### src/rtl/sc_in_port_pkg.sv
// sc_in_port shared definitions: register map and width limits.
// Optional IRQ/MASK support is enabled with IN_PORT_IRQ_EN.
package sc_in_port_pkg;

  localparam int IN_PORT_MAX_WIDTH = 32;

  localparam logic [1:0] IN_ADDR_DATA    = 2'd0;
  localparam logic [1:0] IN_ADDR_PENDING = 2'd1;
  localparam logic [1:0] IN_ADDR_RAW     = 2'd2;
  localparam logic [1:0] IN_ADDR_MASK    = 2'd3;

endpackage

### src/rtl/sc_in_debounce.sv
// One-bit input conditioner: two-flop synchroniser plus
// stable-count debounce; rise flags the edge deb goes 0->1.
module sc_in_debounce #(
  parameter int DEBOUNCE_CYCLES = 16
) (
  input  logic clock,
  input  logic resetn,
  input  logic raw,
  output logic sync,
  output logic deb,
  output logic rise
);

  localparam int CW = $clog2(DEBOUNCE_CYCLES);
  localparam logic [CW-1:0] CNT_MAX = CW'(DEBOUNCE_CYCLES - 1);

  logic          meta;
  logic          deb_d;
  logic [CW-1:0] cnt;
  logic [CW-1:0] cnt_d;

  always_ff @(posedge clock or negedge resetn) begin
    if (!resetn) begin
      meta <= 1'b0;
      sync <= 1'b0;
      deb  <= 1'b0;
      cnt  <= '0;
    end else begin
      meta <= raw;
      sync <= meta;
      deb  <= deb_d;
      cnt  <= cnt_d;
    end
  end

  always_comb begin
    deb_d = deb;
    cnt_d = cnt;
    if (sync == deb) begin
      cnt_d = '0;
    end else if (cnt == CNT_MAX) begin
      deb_d = sync;
      cnt_d = '0;
    end else begin
      cnt_d = cnt + CW'(1);
    end
  end

  assign rise = deb_d & ~deb;

endmodule

### src/rtl/sc_in_port.sv
// Memory-mapped debounced input port with read-to-clear pending bits.
// Define IN_PORT_IRQ_EN to add the MASK register and a live irq.
module sc_in_port
  import sc_in_port_pkg::*;
#(
  parameter int WIDTH           = 8,
  parameter int DEBOUNCE_CYCLES = 16
) (
  input  logic             clock,
  input  logic             resetn,
  input  logic [WIDTH-1:0] raw_in,
  input  logic             rd_en,
  input  logic             wr_en,
  input  logic [1:0]       addr,
  input  logic [31:0]      wdata,
  output logic [31:0]      rdata,
  output logic             rvalid,
  output logic             irq
);

  logic [WIDTH-1:0] sync;
  logic [WIDTH-1:0] deb;
  logic [WIDTH-1:0] rise;
  logic [WIDTH-1:0] pending;
  logic [WIDTH-1:0] pending_d;
  logic [WIDTH-1:0] clr;
  logic [WIDTH-1:0] mask_rd;
  logic [WIDTH-1:0] sel;
  logic [31:0]      rdata_d;
  logic             unused_ok;

  for (genvar i = 0; i < WIDTH; i++) begin : g_bit
    sc_in_debounce #(
      .DEBOUNCE_CYCLES(DEBOUNCE_CYCLES)
    ) u_deb (
      .clock (clock),
      .resetn(resetn),
      .raw   (raw_in[i]),
      .sync  (sync[i]),
      .deb   (deb[i]),
      .rise  (rise[i])
    );
  end

  // Set beats clear so an edge landing on a read is not lost.
  always_comb begin
    clr = '0;
    if (rd_en && addr == IN_ADDR_PENDING) clr = pending;
    pending_d = (pending & ~clr) | rise;
  end

  always_comb begin
    sel = '0;
    unique case (1'b1)
      (addr == IN_ADDR_DATA):    sel = deb;
      (addr == IN_ADDR_PENDING): sel = pending;
      (addr == IN_ADDR_RAW):     sel = sync;
      (addr == IN_ADDR_MASK):    sel = mask_rd;
      default:                   sel = '0;
    endcase
    rdata_d = '0;
    rdata_d[WIDTH-1:0] = sel;
  end

  always_ff @(posedge clock or negedge resetn) begin
    if (!resetn) begin
      pending <= '0;
      rdata   <= '0;
      rvalid  <= 1'b0;
    end else begin
      pending <= pending_d;
      rvalid  <= rd_en;
      if (rd_en) rdata <= rdata_d;
    end
  end

`ifdef IN_PORT_IRQ_EN
  logic [WIDTH-1:0] mask;

  always_ff @(posedge clock or negedge resetn) begin
    if (!resetn) begin
      mask <= '0;
      irq  <= 1'b0;
    end else begin
      if (wr_en && addr == IN_ADDR_MASK) mask <= wdata[WIDTH-1:0];
      irq <= |(pending & mask);
    end
  end

  assign mask_rd = mask;
`else
  assign mask_rd = '0;
  assign irq     = 1'b0;
`endif

  assign unused_ok = ^{wr_en, wdata};

endmodule

### config.mk
export PLATFORM = sky130hd
export DESIGN_NAME = sc_in_port
export DESIGN_NICKNAME = d
export VERILOG_FILES = /design/src/rtl/sc_in_port_pkg.sv /design/src/rtl/sc_in_debounce.sv /design/src/rtl/sc_in_port.sv
export SDC_FILE = /design/constraint.sdc
export NUM_CORES = 1
export LEC_CHECK = 0
export CAP_MARGIN = 20
export CORE_MARGIN = 4
export CORE_UTILIZATION = 49
export CTS_CLUSTER_SIZE = 16
export DETAILED_ROUTE_END_ITERATION = 8
export PLACE_DENSITY_LB_ADDON = 0.3
export SYNTH_ARGS = -nofsm -noshare
export SYNTH_HDL_FRONTEND = slang
export SYNTH_SLANG_ARGS = --single-unit
### constraint.sdc
create_clock -name clock -period 1.4 [get_ports clock]
set_clock_uncertainty 0.05 [all_clocks]
set_input_delay 0.28 -clock clock [delete_from_list [all_inputs] [get_ports clock]]
set_output_delay 0.28 -clock clock [all_outputs]
set_load 0.01 [all_outputs]
==> metrics.yaml, run 1 <==
status: "finished, final reports clean"
fin_nets: 353
wire_per_inst_um: 12.87
die_area_um2: 7819
slowest_delay_ns: 0.39
ff_latch_area_um2: 1827
dp_cells: 364
ios: 80
worst_ir_drop_vdd_uv: 637.3
cts_tree: "built"
ys_warn_count: 0
hold_viol: 0
p_comb_frac: 0.085
tns_ns: 0
grt_use_total: 0.1435
ys_seq_area_frac: 0.5764
cts_buffers: 9
hpwlAfterDp_mm: 3.346
arrival_ns: 1.02
crit_slowest_cell: "dfrtp_1"
syn_inst: 266
crit_fanout: 2
switching_power_uw: 1019
fin_area_um2: 3596
h-tree-depth: 3
fmax_ghz: 0.7414
finalCritPeriodShare: 0.9634
path_clk_slew_ns: 0.07
clk_path_buf_depth: 2
yosys_register_bits: 73
leakagePower_uw: 0.001644
multi_input_area_um2: 1160
grt_overflow: 0
area_growth_syn_to_layout_pct: 13.46
diodes: 0
grt_pass1_vias: 1904
dr.first_iter.drc_count: 79
p_sw_frac: 0.2330
grt_pass1_wl_mm: 8.362
postSynthAreaPerCell_um2: 11.91
core_um2: 6314
drive_gt1_frac: 0.1020
fin_cells: 381
final_max_slew_viol_count: 0
seq_power_share: 0.526
cts_sinks: 73
intPower_uw: 3356
critical_path.top_delay_family: "flip-flops"
period_needed_ns: 1.349
vias: 1906
startpoint_type: "flop"
synth.distinct_cells: 22
dpl-instance-area_um2: 3388
cap_violations: 0
path_cells: "dlygate4sd2_1"
grt_max_degree: 74
route.detailed.drc: 0
wirelength_mm: 4.904
end_kind: "primary output"
firstDrtPassIters: 4
rows: 29
start_util: 0.5020
fp.dieW_um: 88.43
clkLatencyLatePin_ns: 0.35
via_per_inst: 5.003
crit_buf_inv: 1
required_ns: 1.07
syn-cell-area_um2: 3169
die_h_um: 88.43
ant_nets: 0
pwr-share-clk: 0.389
power.density_nw_per_um2: 1217
power.total_uw: 4375
nFillCells: 559
rsz0062_at_grt: "no"
gp_congestion: 0.7769
path_class: "reg2out"
cts_root_buf: "clkbuf_8"
finalSetupViolCount: 0
worstHoldPathType: "reg2reg"
io_buffers: 21
antenna_found_initial: 0
-- power by group through the flow --
stage               registers (uW)  clock network (uW)  logic (uW)
global route                  2320                1830         426
floorplan                     2340                   0         265
finish                        2300                1700         371
CTS                           2300                1750         378
detailed placement            2340                   0         391
global placement              2340                   0         385
-- area by class of cell --
class | count | area share
Clock inverter | 2 | 0.009743
Timing Repair Buffer | 28 | 0.07655
Tap cell | 77 | 0.02679
Inverter | 8 | 0.008351
Sequential cell | 73 | 0.5080
Multi-Input combinational cell | 179 | 0.3225
Clock buffer | 14 | 0.04802
-- cell families after synthesis --
kind of cell,after synthesis,share of synthesized area
AOI/OAI and AO/OA,48,0.08528
xor gates and xnor gates,16,0.04421
muxes,16,0.05369
other,1,0.001183
buffers and inverters,38,0.08606
and+or+nand+nor,66,0.1216
DFF,73,0.5764
adders and majority gates,8,0.03158
-- layer usage --
layer / global-route usage / part of all wire
met2: 0.2366 / 0.49
met4: 0.09066 / 0.030
met3: 0.03724 / 0.046
met1: 0.1665 / 0.44
met5: 0 / 0
-- cells in the mapped netlist, drive strengths merged --
master / number / area share
dfrtp: 73 / 0.58
buf: 29 / 0.072
a21oi: 24 / 0.038
nor2: 16 / 0.019
o21ai: 16 / 0.025
xnor2: 16 / 0.044
nor2b: 9 / 0.020
a2bb2oi: 8 / 0.022
ha: 8 / 0.032
inv: 8 / 0.0095
mux2: 8 / 0.028
mux2i: 8 / 0.025
nand2: 8 / 0.0095
nand2b: 8 / 0.016
nand3: 8 / 0.013
nand4b: 8 / 0.022
nor3b: 8 / 0.019
clkbuf: 1 / 0.0043
conb: 1 / 0.0012
nand3b: 1 / 0.0036
-- path summary, 6_finish.rpt --
| check | startpoint | endpoint | slack, ns | cells after the start |
|---|---|---|---|---|
| max | rdata[0] | rdata[0] | 0.05 | 1 |
| min | g_bit[1].u_deb.meta | g_bit[1].u_deb.sync | 0.30 | 0 |
| max reg2reg | g_bit[3].u_deb.cnt[0] | g_bit[3].u_deb.deb | 0.08 | 3 |
| min reg2reg | g_bit[1].u_deb.meta | g_bit[1].u_deb.sync | 0.30 | 0 |
| max in group asynchronous | resetn | g_bit[7].u_deb.cnt[0] | 0.56 | 3 |
| min in group asynchronous | resetn | g_bit[1].u_deb.cnt[1] | 0.42 | 3 |
-- cells in the final DEF (no fill, tap or decap), drive strengths merged --
cell           Yosys  routed
nor2b              9       9
clkbuf             1      14
nand4b             8       8
nand2              8       8
dlygate4sd2        0       8
buf               29       7
mux2               8       8
nand3              8       8
dlygate4sd3        0       1
nand3b             1       1
inv                8       8
mux2i              8       8
clkdlybuf4s50      0      11
ha                 8       8
bufinv             0       1
nor3b              8       8
conb               1      25
a2bb2oi            8       8
a21oi             24      24
clkinv             0       1
nor2              16      16
dfrtp             73      73
xnor2             16      16
o21ai             16      16
clkdlybuf4s15      0       1
nand2b             8       8
-- state kept, by name, indices dropped and copies added, names as in the netlist --
register          cells
g_bit.u_deb.cnt      32
g_bit.u_deb.deb       8
g_bit.u_deb.meta      8
g_bit.u_deb.sync      8
pending               8
rdata                 8
rvalid                1
-- timing repair --
item,in CTS,in global routing
resized for setup,10,0
endpoints found under the hold margin,73,0
hold buffers,1,0
setup buffers,0,0
setup endpoints to repair,9,0
-- per-stage QoR --
step	hold slack [ns]	util	setup WS (ns)
2_1_floorplan	-0.06559	-	0.1875
3_3_place_gp	0.2821	0.5367	-0.2314
3_5_place_dp	0.2865	0.5367	-0.2193
4_1_cts	0.2996	0.5696	0.01865
5_1_grt	0.3014	0.5696	0.007457
6_report	0.2986	0.5696	0.05119
Power figures use the tool's default switching activity.
==> inputs of run 2 (changes only) <==
CORE_ASPECT_RATIO = 1.1   (was default)
clock period = 1.3 ns   (was 1.4 ns; I/O delays follow)
==> metrics.yaml, run 2 (synthesis gave the netlist of run 1 again) <==
clk_path_buf_depth: 2
ant_nets: 0
dr.first_iter.drc_count: 69
fmax_ghz: 0.8012
status: "finished, final reports clean"
antenna_found_initial: 0
end_kind: "flop"
largest_reg_flops: 32
clkLatencyLatePin_ns: 0.33
gp_congestion: 0.7647
firstDrtPassIters: 6
h-tree-depth: 3
cts_tree: "built"
arrival_ns: 1.42
final_max_slew_viol_count: 0
grt_overflow: 0
required_ns: 1.47
place_ws_ns: -0.2781
grt_pass1_vias: 1959
core_um2: 6231
hp-start: "g_bit[0].u_deb.meta"
tns_ns: 0
top_register: "g_bit.u_deb.cnt"
worst_ir_drop_vdd_uv: 704.2
power.density_nw_per_um2: 1271
crit_fanout: 3
grt_max_degree: 74
finalSetupViolCount: 0
layout_commonest_cell: "dfrtp_1"
area_growth_syn_to_layout_pct: 17.45
timing.rr.start: "g_bit[7].u_deb.cnt[1]"
hold_viol: 0
start_util: 0.5086
wirelength_mm: 5.113
startpoint_type: "flop"
wire_per_inst_um: 12.72
drive_gt1_frac: 0.1863
grt_use_total: 0.1447
cts_buffers: 9
cap_violations: 0
via_per_inst: 5.017
ios: 80
path_class: "reg2reg"
die_area_um2: 7820
hpwlAfterDp_mm: 3.500
route.detailed.drc: 0
power.total_uw: 4730
rows: 30
fin_nets: 371
finalCritPeriodShare: 0.9602
path_clk_slew_ns: 0.07
period_needed_ns: 1.248
cts_sinks: 73
diodes: 0
worstHoldPathType: "reg2reg"
vias: 2017
io_buffers: 21
grt_pass1_wl_mm: 8.963
startpoint: "g_bit[7].u_deb.cnt[1]"
setup_slack_ns: 0.05180
leakagePower_uw: 0.001724
fp.dieW_um: 84.68
die_h_um: 92.35
cts_root_buf: "clkbuf_8"
mostFrequentLayoutCells: "dfrtp_1 (73), conb_1 (25), a21oi_1 (22), buf_4 (22)"
run 2: changes by cell type in the layout (fill, tap and decap cells not counted), sizes merged:
cell / previous run / this run
buf: 7 / 28
clkbuf: 14 / 18
clkdlybuf4s15: 1 / 2
dlygate4sd2: 8 / 0
run 2: cell type report:
cell class / instances / area [um^2]
repair buffers: 46 / 385.4
clock buffers: 14 / 172.7
multi-input cells: 179 / 1172
clock inverters: 2 / 35.03
fillers: 547 / 2509
inverters: 8 / 30.03
well taps: 80 / 100.1
flip-flops and latches: 73 / 1827
run 2: worst paths after layout:
kind                                         endpoint  slack, ns  cells after the start
worst max-delay path               g_bit[7].u_deb.deb       0.05                      3
worst min-delay path              g_bit[0].u_deb.sync       0.30                      0
worst max register to register     g_bit[7].u_deb.deb       0.05                      3
worst min register to register    g_bit[0].u_deb.sync       0.30                      0
max in group asynchronous       g_bit[5].u_deb.cnt[3]       0.47                      3
min in group asynchronous       g_bit[5].u_deb.cnt[2]       0.44                      3
run 2: timing repair:
action                                  4_1_cts  5_1_grt
endpoints found under the setup margin        9       10
hold buffers                                  1        0
pin swaps                                     0        2
endpoints found under the hold margin        73        0
gates resized for setup                      24        8
buffers inserted                              0        3
run 2: report_power, final:
group	switching, uW	total, uW	internal, uW
logic	241	467	226
clock network	748	1790	1040
registers	86.9	2470	2390
total	1080	4730	3650
run 2: routing by layer:
layer | GRT usage | routed length (um) | up-vias
met5 | 0 | 0 | -
met4 | 0.04354 | 17 | 0
met2 | 0.2402 | 2711 | 46
met1 | 0.1732 | 2124 | 999
li1 | - | - | 968
met3 | 0.05783 | 260 | 4
run 2: critical path, cell delays in order (launching register included):
cell     delay, ns
dfrtp_1       0.40
ha_1          0.21
nand3_1       0.14
mux2_2        0.35
run 2: stage by stage:
step	std cells	cell area [um^2]	hold WS [ns]	utilization
6_report	402	3722	0.2982	0.5974
3_5_place_dp	382	3505	0.2661	0.5625
4_1_cts	399	3707	0.2837	0.5950
5_1_grt	402	3722	0.2767	0.5974
3_3_place_gp	382	3505	0.2687	0.5625
2_1_floorplan	290	3259	-0.08559	-
